`config.mk`:
```
export PLATFORM = sky130hd
export DESIGN_NAME = operand_select_pipe
export DESIGN_NICKNAME = d
export VERILOG_FILES = /design/src/rtl/operand_select_pipe.sv
export SDC_FILE = /design/constraint.sdc
export NUM_CORES = 1
export LEC_CHECK = 0
export CORE_ASPECT_RATIO = 0.5
export CORE_MARGIN = 5
export CORE_UTILIZATION = 44
export DETAILED_ROUTE_END_ITERATION = 8
export GPL_TIMING_DRIVEN = 0
export PLACE_DENSITY = 0.79
export SLEW_MARGIN = 0
export SYNTH_ARGS = -nofsm -noshare
export SYNTH_HDL_FRONTEND = slang
export SYNTH_SLANG_ARGS = --single-unit
```
`constraint.sdc`:
```
create_clock -name clk -period 1.6 [get_ports clk]
set_input_delay 0.16 -clock clk [delete_from_list [all_inputs] [get_ports clk]]
set_output_delay 0.16 -clock clk [all_outputs]
set_load 0.05 [all_outputs]
```
`src/rtl/operand_select_pipe.sv`:
```
// Registered N-way operand-B selector feeding a depth-2 skid buffer.
// Out-of-range selects yield zero, are flagged per entry and counted.
module operand_select_pipe #(
   parameter int WIDTH  = 8,
   parameter int NUM_IN = 4,
   parameter int SEL_W  = $clog2(NUM_IN)
) (
   input  logic                    clk,
   input  logic                    rst,
   input  logic [NUM_IN*WIDTH-1:0] in_data,
   input  logic [SEL_W-1:0]        sel,
   input  logic                    in_valid,
   output logic                    in_ready,
   output logic [WIDTH-1:0]        out_data,
   output logic                    out_err,
   output logic                    out_valid,
   input  logic                    out_ready,
   output logic [7:0]              err_count
);

   typedef enum logic [1:0] {
      EMPTY,
      ONE,
      TWO
   } occ_t;

   occ_t             state;
   logic [WIDTH-1:0] skid_data;
   logic             skid_err;
   logic [WIDTH-1:0] sel_val;
   logic             sel_err;
   logic             accept;
   logic             pop;

   // Compare against each legal index so an out-of-range sel never indexes.
   always_comb begin
      sel_val = '0;
      sel_err = 1'b1;
      for (int k = 0; k < NUM_IN; k++) begin
         if (sel == SEL_W'(k)) begin
            sel_val = in_data[k*WIDTH +: WIDTH];
            sel_err = 1'b0;
         end
      end
   end

   assign accept = in_valid & in_ready & ~rst;
   assign pop    = out_valid & out_ready;

   always_ff @(posedge clk) begin
      if (rst) begin
         state     <= EMPTY;
         out_valid <= 1'b0;
         out_data  <= '0;
         out_err   <= 1'b0;
         skid_data <= '0;
         skid_err  <= 1'b0;
         in_ready  <= 1'b0;
         err_count <= '0;
      end else begin
         if (accept && sel_err && err_count != 8'hFF)
            err_count <= err_count + 8'd1;
         unique case (state)
            EMPTY: begin
               in_ready <= 1'b1;
               if (accept) begin
                  out_data  <= sel_val;
                  out_err   <= sel_err;
                  out_valid <= 1'b1;
                  state     <= ONE;
               end
            end
            ONE: begin
               in_ready <= 1'b1;
               unique case ({accept, pop})
                  2'b11: begin
                     out_data <= sel_val;
                     out_err  <= sel_err;
                  end
                  2'b10: begin
                     skid_data <= sel_val;
                     skid_err  <= sel_err;
                     in_ready  <= 1'b0;
                     state     <= TWO;
                  end
                  2'b01: begin
                     out_valid <= 1'b0;
                     state     <= EMPTY;
                  end
                  default: ;
               endcase
            end
            TWO: begin
               in_ready <= 1'b0;
               if (pop) begin
                  out_data <= skid_data;
                  out_err  <= skid_err;
                  in_ready <= 1'b1;
                  state    <= ONE;
               end
            end
            default: begin
               out_valid <= 1'b0;
               in_ready  <= 1'b0;
               state     <= EMPTY;
            end
         endcase
      end
   end

endmodule

```
==> impl_metrics.env <==
export IMPL_place_area_um2=2180
export IMPL_path_cells="clkdlybuf4s50_1"
export IMPL_yosysWarnings=0
export IMPL_dieArea_um2=4950
export IMPL_track_usage=0.171
export IMPL_dp_hpwl_mm=3.01
export IMPL_grt_pass1_wl_mm=6.46
export IMPL_slew_violations=0
export IMPL_synth_top_cell_area_share=0.382
export IMPL_ios=57
export IMPL_power_per_cell_area_nw_per_um2=857
export IMPL_dr_pass1_iters=4
export IMPL_r2r_start="state[0]"
export IMPL_antenna_cells=0
export IMPL_synth_ff_latch_count=30
export IMPL_wl_met1_mm=1.77
export IMPL_post_route_period_util=0.979
export IMPL_yosysSeqAreaShare=0.382
export IMPL_synth_area_top_cells="dfxtp_1 38%, mux2i_1 5.1%, a211o_2 4.5%, o221ai_1 4.5%, mux2_2 4.3%"
export IMPL_place_congestion=0.817
export IMPL_reg2reg_depth=6
export IMPL_vias_per_cell=5.23
export IMPL_vias=1422
export IMPL_syn_inst=159
export IMPL_synth_cell_type_count=37
export IMPL_finalHoldViolCount=0
export IMPL_cp_end_kind="output port"
export IMPL_reg2reg_slack_ns=0.08
export IMPL_first_global_vias=1377
export IMPL_drv_cap=0
export IMPL_synthesis_area_um2=1570
export IMPL_initial_core_util=0.458
export IMPL_critPathRequiredTime_ns=1.44
export IMPL_synth_fp_nets=197
export IMPL_postRouteAntennaNets=0
export IMPL_wl_met3_um=243
export IMPL_fmax_mhz=638
export IMPL_clockBufferDepth=2
export IMPL_die_h_um=52.3
export IMPL_cts_hold_buf=0
export IMPL_holdCritPathClass="in2reg"
export IMPL_p_leak_uw=0.00109
export IMPL_wl_per_cell_um=14.9
export IMPL_cp_top_family="buffers and inverters"
export IMPL_cp_slowest_cell="clkdlybuf4s50_1"
export IMPL_grt_overflow=0
export IMPL_grt_max_degree=11
export IMPL_worstSetupPathType="reg2out"
export IMPL_drc_errors=0
export IMPL_tritoncts="done"
export IMPL_syn_to_final_growth_pct=47.0
export IMPL_worst_path_buf_inv=1
export IMPL_tightest_slew_ns=0.508
export IMPL_hold_depth=4
export IMPL_setup_slack_ns=0.0334
export IMPL_synth_top_area_cell="dfxtp_1"
export IMPL_core_um2=3430
export IMPL_post_place_ws_ns=-0.115
export IMPL_cp_arrival_ns=1.41
export IMPL_avgSynthCellArea_um2=9.90
export IMPL_highest_layer="met4"
export IMPL_ir_worst_vdd_uv=399
export IMPL_r2r_end="out_data[7]"
export IMPL_cts_root_buf="clkbuf_8"
export IMPL_rows=15
export IMPL_cts_sinks=30
export IMPL_wl_met2_mm=1.99
export IMPL_hold_path_end="skid_data[4]"
export IMPL_crit_path_start_kind="flop"
export IMPL_routed_wl_mm=4.06
export IMPL_slew_headroom=0.661
export IMPL_drt_iter0_drc=51
export IMPL_crit_path_max_incr_delay_ns=0.80
export IMPL_fp_dieW_um=94.6
export IMPL_final_cell_area_um2=2310
export IMPL_portBuffers=54
export IMPL_finalCriticalPeriod_ns=1.57
export IMPL_setup_violations_final=0
export IMPL_h_tree_depth=2
export IMPL_clock_latency_ns=0.28
export IMPL_hold_path_startpoint="sel[0]"
export IMPL_clock_skew_ns=0.00821
export IMPL_cts_buffers=5
export IMPL_antenna_found_initial=0
export IMPL_status="complete, no violations"
export IMPL_critPathMaxFanout=2
export IMPL_drive_above_1_share=0.204
export IMPL_clk_pin_slew_worst_paths_ns=0.06
export IMPL_final_nets=258
export IMPL_tns_ns=0
[state kept, by name (all words and copies together) (netlist names)]
register	flops
err_count	8
out_data	8
skid_data	8
state	2
in_ready	1
out_err	1
out_valid	1
skid_err	1
[power breakdown]
part / internal, uW / switching, uW
registers: 780 / 26.5
clock network: 457 / 278
logic: 217 / 225
total: 1450 / 529
[how the worst max path moves through the flow]
stage                     slack (ns)            to   startpoint  depth (start not counted)
after global routing          -0.007   out_data[2]  out_data[2]                          1
after global placement         -0.09  skid_data[1]     in_valid                          6
after detailed placement       -0.11   out_data[0]    out_ready                          6
after floorplan                 0.15  skid_data[1]     in_ready                          5
after CTS                      0.003   out_data[4]  out_data[4]                          1
final                           0.03   out_data[2]  out_data[2]                          1
[cells in the final DEF (no fill, tap or decap), drive strengths merged]
cell type,netlist,layout
buf,10,10
dfxtp,30,30
clkdlybuf4s50,0,36
nand3,9,9
nand3b,2,2
nand4bb,1,1
a221oi,2,2
clkbuf,3,8
a211o,8,8
o221ai,8,8
o22ai,8,8
o22a,1,1
nor3b,1,1
nand2,12,12
bufinv,0,1
mux2i,8,8
a21oi,9,9
dlymetal6s2s,0,12
mux2,8,8
and3b,1,1
nand4b,1,1
o21bai,2,2
nor2b,8,8
a31oi,1,1
nand2b,11,11
and3,1,1
dlygate4sd2,0,6
inv,2,2
clkinv,0,2
a31o,1,1
o211ai,1,1
nor2,10,10
[metrics by stage]
| step | std cells | total power [uW] | hold slack (ns) | util |
|---|---|---|---|---|
| CTS | 272 | 2000 | 0.268 | 0.664 |
| floorplan | 159 | 1090 | 0.276 | - |
| finish | 272 | 1980 | 0.275 | 0.674 |
| global route | 272 | 2060 | 0.291 | 0.674 |
| detailed placement | 264 | 1270 | 0.447 | 0.635 |
| global placement | 264 | 1260 | 0.433 | 0.635 |
[synthesized netlist by cell type (all sizes together)]
| master | instances |
|---|---|
| a211o | 8 |
| a21oi | 9 |
| a221oi | 2 |
| a31o | 1 |
| a31oi | 1 |
| and3 | 1 |
| and3b | 1 |
| buf | 10 |
| clkbuf | 3 |
| dfxtp | 30 |
| inv | 2 |
| mux2 | 8 |
| mux2i | 8 |
| nand2 | 12 |
| nand2b | 11 |
| nand3 | 9 |
| nand3b | 2 |
| nand4b | 1 |
| nand4bb | 1 |
| nor2 | 10 |
| nor2b | 8 |
| nor3b | 1 |
| o211ai | 1 |
| o21bai | 2 |
| o221ai | 8 |
| o22a | 1 |
| o22ai | 8 |
[cells by family after synthesis]
family / synth area share
AND/OR/NAND/NOR: 0.208
buffers and inverters: 0.0906
flip-flops: 0.382
multiplexers: 0.113
AO/OA/AOI/OAI: 0.207
[per-layer routing]
layer	vias up	track usage
li1	703	-
met1	668	0.215
met3	7	0.0402
met5	-	0
met4	0	0.0742
met2	44	0.282
[timing repair]
action / in CTS / in global routing
endpoints found under the setup margin: 6 / 19
gates resized for setup: 6 / 13
buffers inserted: 0 / 0
[layout make-up]
class / count / area [um2]
fillers: 281 / 1120
multi-input cells: 114 / 831
flip-flops and latches: 30 / 604
repair buffers: 54 / 563
plain buffers: 13 / 135
clock buffers: 5 / 68.8
well taps: 51 / 63.8
clock inverters: 3 / 40.0
inverters: 2 / 7.51
Note: power is estimated with default switching activity, not from simulation.
